$ cat config.mk
export PLATFORM = sky130hd
export DESIGN_NAME = equiv_mismatch_monitor
export DESIGN_NICKNAME = d
export VERILOG_FILES = /design/src/rtl/equiv_mon_pkg.sv /design/src/rtl/equiv_rec_fifo.sv /design/src/rtl/equiv_mismatch_monitor.sv
export SDC_FILE = /design/constraint.sdc
export NUM_CORES = 1
export LEC_CHECK = 0
export ABC_AREA = 1
export ABC_CLOCK_PERIOD_IN_PS = 7800
export CORE_MARGIN = 3
export CORE_UTILIZATION = 55
export DETAILED_ROUTE_END_ITERATION = 8
export PLACE_DENSITY_LB_ADDON = 0.12
export SLEW_MARGIN = 20
export SYNTH_ARGS = -nofsm -noshare
export SYNTH_HDL_FRONTEND = slang
export SYNTH_HIERARCHICAL = 1
export SYNTH_SLANG_ARGS = --single-unit
$ cat constraint.sdc
create_clock -name clk -period 7.8 [get_ports clk]
set_clock_uncertainty 0.2 [all_clocks]
set_input_delay 1.95 -clock clk [delete_from_list [all_inputs] [get_ports clk]]
set_output_delay 1.95 -clock clk [all_outputs]
set_load 0.01 [all_outputs]
$ cat src/rtl/equiv_mon_pkg.sv
// Shared types and helpers for the equivalence mismatch monitor.
// Record layout, state encoding and saturating increment.
package equiv_mon_pkg;

  localparam int WIDTH = 91;
  localparam int CNT_W = 16;

  typedef enum logic [1:0] {
    S_WARMUP,
    S_RUN,
    S_FROZEN
  } state_t;

  typedef struct packed {
    logic [CNT_W-1:0] cycle;
    logic [WIDTH-1:0] diff;
  } rec_t;

  function automatic logic [CNT_W-1:0] sat_inc(
    input logic [CNT_W-1:0] v
  );
    return (&v) ? v : v + 1'b1;
  endfunction

endpackage

$ cat src/rtl/equiv_rec_fifo.sv
// Synchronous first-word-fall-through FIFO of mismatch records.
// Head reads as zero when empty; push into a full FIFO succeeds only with a pop.
module equiv_rec_fifo
  import equiv_mon_pkg::*;
#(
  parameter int DEPTH = 4
) (
  input  logic clk,
  input  logic rst_n,
  input  logic clr,
  input  logic push,
  input  logic pop,
  input  rec_t din,
  output logic valid,
  output logic full,
  output rec_t dout
);

  localparam int AW = $clog2(DEPTH);

  logic [AW-1:0] wr;
  logic [AW-1:0] rd;
  logic [AW:0]   cnt;
  rec_t          mem [DEPTH];
  logic          do_push;
  logic          do_pop;

  assign valid   = cnt != '0;
  assign full    = cnt == (AW+1)'(DEPTH);
  assign do_pop  = pop & valid;
  assign do_push = push & (~full | do_pop);
  assign dout    = valid ? mem[rd] : '0;

  always_ff @(posedge clk or negedge rst_n) begin
    if (!rst_n) begin
      wr  <= '0;
      rd  <= '0;
      cnt <= '0;
    end else if (clr) begin
      wr  <= '0;
      rd  <= '0;
      cnt <= '0;
    end else begin
      if (do_push) wr <= wr + 1'b1;
      if (do_pop)  rd <= rd + 1'b1;
      cnt <= cnt + (AW+1)'(do_push) - (AW+1)'(do_pop);
    end
  end

  // When full with a pop, wr == rd: the head is read before this write lands.
  always_ff @(posedge clk) begin
    if (do_push) mem[wr] <= din;
  end

endmodule

$ cat src/rtl/equiv_mismatch_monitor.sv
// Compares two instance outputs after a warm-up window, counts mismatches
// and queues {cycle, diff} records for a valid/ready consumer.
module equiv_mismatch_monitor
  import equiv_mon_pkg::*;
#(
  parameter int DEPTH         = 4,
  parameter int WARMUP        = 2,
  parameter bit STOP_ON_FIRST = 1'b0
) (
  input  logic             clk,
  input  logic             rst_n,
  input  logic             en,
  input  logic             clr,
  input  logic [WIDTH-1:0] y_1,
  input  logic [WIDTH-1:0] y_2,
  output logic             rec_valid,
  input  logic             rec_ready,
  output logic [CNT_W-1:0] rec_cycle,
  output logic [WIDTH-1:0] rec_diff,
  output logic             armed,
  output logic             mismatch_any,
  output logic [CNT_W-1:0] first_cycle,
  output logic [CNT_W-1:0] mismatch_count,
  output logic [CNT_W-1:0] cycle_count,
  output logic             overflow
);

  localparam int     WW   = $clog2(WARMUP + 2);
  localparam state_t INIT = (WARMUP == 0) ? S_RUN : S_WARMUP;

  state_t        state;
  logic [WW-1:0] warm;
  logic          miss;
  logic          pop;
  logic          full;
  rec_t          rec_in;
  rec_t          head;

  assign miss   = en & (state == S_RUN) & (y_1 != y_2);
  assign pop    = rec_valid & rec_ready;
  assign rec_in = '{cycle: cycle_count, diff: y_1 ^ y_2};
  assign armed  = state == S_RUN;

  assign rec_cycle = head.cycle;
  assign rec_diff  = head.diff;

  equiv_rec_fifo #(
    .DEPTH (DEPTH)
  ) u_fifo (
    .clk   (clk),
    .rst_n (rst_n),
    .clr   (clr),
    .push  (miss & ~clr),
    .pop   (pop),
    .din   (rec_in),
    .valid (rec_valid),
    .full  (full),
    .dout  (head)
  );

  always_ff @(posedge clk or negedge rst_n) begin
    if (!rst_n) begin
      state          <= INIT;
      warm           <= '0;
      mismatch_any   <= 1'b0;
      first_cycle    <= '0;
      mismatch_count <= '0;
      cycle_count    <= '0;
      overflow       <= 1'b0;
    end else if (clr) begin
      state          <= INIT;
      warm           <= '0;
      mismatch_any   <= 1'b0;
      first_cycle    <= '0;
      mismatch_count <= '0;
      cycle_count    <= '0;
      overflow       <= 1'b0;
    end else if (en) begin
      unique case (state)
        S_WARMUP: begin
          if (warm == WW'(WARMUP - 1)) begin
            state <= S_RUN;
            warm  <= '0;
          end else begin
            warm <= warm + 1'b1;
          end
        end
        S_RUN: begin
          cycle_count <= sat_inc(cycle_count);
          if (y_1 != y_2) begin
            mismatch_count <= sat_inc(mismatch_count);
            mismatch_any   <= 1'b1;
            if (!mismatch_any) first_cycle <= cycle_count;
            if (full & ~pop)   overflow    <= 1'b1;
            if (STOP_ON_FIRST) state       <= S_FROZEN;
          end
        end
        default: ;
      endcase
    end
  end

endmodule
# Word-level counts from Yosys, hierarchy flattened
# Memory sizes are Yosys's and may differ from the RTL's.
# Index checks and enable logic that the tools add are counted.
# Widths: inputs -> output; s select.
# op_classes
eq_ne	7
addsub	7
n_reduce_logical	19
mux	39
bitwise_logic	12
# op_table
operator	n
$mux 16	14
$mux 107	1
$ne 91x91->1	1
$xor 91x91->91	1
$add 16x1->16 const B	2
$reduce_and 16->1	2
$mux 2	12
$reduce_bool 2->1	8
$reduce_and 4->1	3
$mux 1	11
$reduce_and 3->1	3
$and 1x1->1	7
$add 2x1->2 const B	3
$ne 2x2->1 const B	3
$eq 2x1->1 const B	2
$add 3x1->3	1
$eq 3x3->1 const B	1
$mux 3	1
$not 1->1	3
$reduce_bool 3->1	1
$sub 3x1->3	1
$logic_not 2->1	1
$reduce_and 2->1	1
$or 1x1->1	1
# word_totals
ramBits	428
output_inout_bits	159
n_memories	1
in_bits	187
ff_bits	61
word_cells	95
# memory_table
memory	words	width	read_ports	rd_clocked_by_memory_dff	write_ports	line	text
u_fifo.mem	4	107	1	0	1	equiv_rec_fifo.sv:24	rec_t mem [DEPTH];

# Longest topological paths before layout
# depth
ltp_word	9
ltp_mapped	21

# Cells and area by module
# The synthesis kept the hierarchy.
# modules_own_cells
mod	seq_area_each_um2	area_per_inst_um2	cells_per_inst	instances
equiv_rec_fifo	13027.5	17274.1	1428	1
equiv_mismatch_monitor	1326.3	5582.9	1018	1

# Worst setup path before layout
# No wires, ideal clock.
# synth_timing
path_type	input to register
from	in y_1[15]
to	mem u_fifo/mem[0][0] (netlist name) (enable)
stages	14
required_ns	7.026
arrival_ns	7.595
setup_slack_ns	-0.569
setup_time_ns	0.574
path_cell_list	nand2_1 inv_1 nor2_1 nor2_1 nand2_1 nor2_1 nand2_1 nor2_4 nand3_4 buf_2 nand2_1 inv_1 nand2_1 nor2_1
# synth_between
elab_chain_len	6
# synth_rtl
item	line	text
from (decl)	equiv_mismatch_monitor.sv:14	input logic [WIDTH-1:0] y_1,
$ne 91x91->1	equiv_mismatch_monitor.sv:39	assign miss = en & (state == S_RUN) & (y_1 != y_2);
$and 1x1->1	equiv_mismatch_monitor.sv:39	
$and 1x1->1	equiv_mismatch_monitor.sv:53	.push (miss & ~clr),
$and 1x1->1	equiv_rec_fifo.sv:31	assign do_push = push & (~full | do_pop);
$mux 1	equiv_rec_fifo.sv:52	if (do_push) mem[wr] <= din;
$mux 1 (not written as such)	equiv_rec_fifo.sv:52	
to (decl)	equiv_rec_fifo.sv:24	
# No other way between the ends.

# Final worst setup path
# layout_timing
from	reg u_fifo.rd[0]
to	out rec_cycle[9]
# layout_between
elab_chain_len	2
# layout_rtl
item	line	text
from (decl)	equiv_rec_fifo.sv:22	logic [AW-1:0] rd;
from (signal assigned)	equiv_rec_fifo.sv:45	if (do_pop) rd <= rd + 1'b1;
$mem_v2 4x107	--	
$mux 107	equiv_rec_fifo.sv:32	assign dout = valid ? mem[rd] : '0;
to (decl)	equiv_mismatch_monitor.sv:18	output logic [CNT_W-1:0] rec_cycle,
# No other way between the ends.

==> metrics.yaml <==
status:
  status: "finished, final reports clean"
power:
  powerDensity_nw_per_um2: 199
  peakVddDrop_mv: 0.153
  p_int_w: 0.00443
  leakage_nw: 11.6
  p_sw_share_pct: 21.0
  p_sw_w: 0.00118
  power_w: 0.00561
  combPwrFrac_pct: 6.8
  clock_power_share_pct: 41.8
  seqPwrFrac_pct: 51.4
critical_path:
  worstPathRequired_ps: 5650
  path_common_cell: "nand2_1"
  worstPathMaxFanout: 142
  startpoint: "u_fifo/rd[0]"
  cp-start-kind: "flip-flop"
  rr_startpoint: "u_fifo/cnt[1]"
  reg2reg_slack_ps: 4960
  crit_chain: "inv_6, buf_4, nand2_1, nand2_1, nand2_1, a21oi_1, clkdlybuf4s50_1"
  worstPathArrival_ps: 3840
  r2r-end: "u_fifo/mem[3][82]"
  slowest_delay_ps: 800
  reg2reg_depth: 9
  critPathKind: "reg -> out"
  cp-end-kind: "output port"
  cp_slowest_cell: "inv_6"
cts:
  root_buffer: "clkbuf_16"
  cts.sinks: 488
  post_cts_buffers: 0
  cts_resized: 0
  hold_buffers: 0
  cts_buffers: 48
  insertion_delay_ps: 550
  htree_num_levels: 2
  clk_pin_slew_ps: 60
  max-clock-path-buffers: 3
  cts_tree: "built"
sta:
  tightest_slew_ps: 1070
  fin_crit_ps: 5990
  fin_ws_ps: 1810
  rsz0062_at_grt: "false"
  final-setup-viol-count: 0
  maxSlewHeadroom_pct: 28.7
  whs_ps: 260
  fmax_mhz: 167
  slew_viol_final: 0
  hold_violations: 0
  finalCritPeriodShare_pct: 76.9
  finalSetupTns_ps: 0
yosys:
  synth_cell_type_count: 38
  yosysWarnings: 6
  syn_nets: 2641
  syn_area_sq_um: 22900
  netlist_instances: 2446
  seq_area_frac_synth_pct: 62.8
  yosys_register_bits: 488
  avgSynthCellArea_sq_um: 9.34
final_layout:
  post_layout_nonfiller_instances: 3317
  drive_above_1_share_pct: 4.96
  regArea_sq_um: 14400
  n_fill_cell: 3141
  multiInputGateArea_sq_um: 6950
  area_delta_synth_final_pct: 23.1
  nNetsFinal: 2940
  n_antenna_cell: 0
die:
  die-area_sq_um: 44000
  fp.dieW_um: 210
  rows: 74
  start_util_pct: 55.9
  core_area_sq_um: 40900
  fp.dieH_um: 210
  pin_count: 346
route:
  remaining_drc_errors: 0
  vias_per_cell: 5.23
  vias: 17349
  postRouteAntennaNets: 0
  drt-initial-drc-count: 1297
  routed_wl_um: 55700
  wire_per_inst_um: 16.8
  drt-pass1-iter-count: 5
grt:
  grtUsageTotal_pct: 24.8
  grt_antenna_before_repair: 0
  grt_max_degree: 143
  grt_pass1_vias: 16688
  grt_pass1_wl_um: 87100
  grt-ovfl-total: 0
worst_hold_path:
  hold_path.startpoint: "warm[1]"
  hold_path.class: "reg -> reg"
  min_to: "state[0]"
  whs_path_depth: 1
placed_design:
  hpwl_um: 35200
  place_congestion: 0.930
  io_buffers: 345
  dp_cells: 3227
  preCtsSetupSlack_ps: 2190
flow_run:
  drv_cap: 0
## worst max-delay path by stage
stage,end,cells after the start
3_3_place_gp,u_fifo/mem[3][93],15
3_5_place_dp,u_fifo/mem[3][96],14
4_1_cts,rec_diff[62],7
5_1_grt,rec_diff[62],7
6_report,rec_cycle[9],7
2_1_floorplan,u_fifo/mem[0][0],14
## layout by cell type (no fill, tap or decap), types with 3 or more instances in the layout
master,synthesis,routed
nand3_4,3,3
nand2_1,802,802
buf_12,1,3
clkbuf_16,0,49
nor4_1,3,3
nor3_2,3,3
o21ai_1,22,22
edfxtp_1,428,428
clkbuf_1,26,6
nand3_2,12,12
clkinvlp_4,0,4
xnor2_1,13,13
clkinv_1,4,9
inv_6,0,5
nand3_1,42,42
o21ai_0,103,103
inv_2,9,6
nand4_1,44,44
nor2_4,1,5
xor2_1,12,12
clkbuf_8,0,4
dfrtp_1,60,59
bufinv_16,0,6
nor2_1,384,380
inv_1,225,225
nor3_1,17,17
a21oi_1,121,121
ha_1,7,7
buf_4,32,16
clkdlybuf4s50_1,0,344
nor3b_1,4,4
nor2_2,3,3
clkinv_2,0,13
## per-layer routing
layer,GRT usage [%],vias to the layer above,share of wire (%)
met4,6.42,0,2.0
met1,33.4,8149,41
met2,42.2,584,50
met3,4.20,77,7.1
li1,-,8539,-
met5,0,-,0
## critical path: cells and delay by family, from the launching register on
kind	cells	cell delay, ps
buf+inv	3	1890
flops	1	730
simple gates	3	210
compound gates	1	340
## Yosys cell counts
| master | instances | area share [%] |
|---|---|---|
| buf_2 | 47 | 1.0 |
| nand2_1 | 802 | 13 |
| edfxtp_1 | 428 | 56 |
| nand3_2 | 12 | 0.53 |
| a21oi_1 | 121 | 2.6 |
| clkinv_1 | 4 | 0.066 |
| inv_2 | 9 | 0.15 |
| xor2_1 | 12 | 0.46 |
| nand2_2 | 1 | 0.027 |
| o21ai_0 | 103 | 2.3 |
| a31oi_1 | 1 | 0.027 |
| fa_1 | 1 | 0.088 |
| nand3_1 | 42 | 0.92 |
| nor3b_1 | 4 | 0.13 |
| nand4_1 | 44 | 1.2 |
| nor4_1 | 3 | 0.082 |
| xnor2_1 | 13 | 0.50 |
| buf_12 | 1 | 0.088 |
| o41ai_1 | 1 | 0.038 |
| nor4_2 | 1 | 0.055 |
| ha_1 | 7 | 0.38 |
| o22ai_1 | 1 | 0.027 |
| nor3_2 | 3 | 0.13 |
| inv_1 | 225 | 3.7 |
| buf_1 | 1 | 0.016 |
| nor2_4 | 1 | 0.049 |
| buf_4 | 32 | 1.1 |
| buf_6 | 8 | 0.39 |
| o21bai_1 | 1 | 0.033 |
| or2_2 | 1 | 0.027 |
| nor3_1 | 17 | 0.37 |
| nor2_2 | 3 | 0.082 |
| clkbuf_1 | 26 | 0.43 |
| o21ai_1 | 22 | 0.48 |
| a211oi_1 | 1 | 0.033 |
| dfrtp_1 | 60 | 6.6 |
| nand3_4 | 3 | 0.23 |
| nor2_1 | 384 | 6.3 |
## power groups by stage
stage / logic (W) / registers [W] / clock network (W)
3_3_place_gp: 0.000370 / 0.00294 / 0
6_report: 0.000380 / 0.00289 / 0.00234
5_1_grt: 0.000422 / 0.00289 / 0.00249
3_5_place_dp: 0.000381 / 0.00294 / 0
4_1_cts: 0.000383 / 0.00289 / 0.00238
2_1_floorplan: 0.000169 / 0.00294 / 0
## cells by family after synthesis
family,count (synthesis),synth area share (%)
AOI/OAI and AO/OA,251,5.55
xor gates and xnor gates,25,0.958
adders and majority gates,8,0.471
buffers and inverters,353,6.91
DFF,488,62.8
and+or+nand+nor,1321,23.3
## state kept, by name (all words and copies together) (netlist names)
signal          count
u_fifo/mem        428
cycle_count        16
first_cycle        16
mismatch_count     16
u_fifo/cnt          3
u_fifo/rd           2
u_fifo/wr           2
warm                2
mismatch_any        1
overflow            1
state               1
## area by class of cell
cell class                 count  area share [%]
sequential                   488            51.0
multi-input combinational   1605            24.7
timing repair buffer         364            12.9
clock buffer                  59            4.63
inverter                     238            3.22
tap                          532            2.37
clock inverter                31            1.14
## stage by stage
step	util (%)	cell area [sq um]
2_1_floorplan	-	22900
3_3_place_gp	64.8	26500
3_5_place_dp	64.8	26500
4_1_cts	68.7	28100
5_1_grt	68.7	28100
6_report	68.7	28100
(Power assumes the default switching activity.)
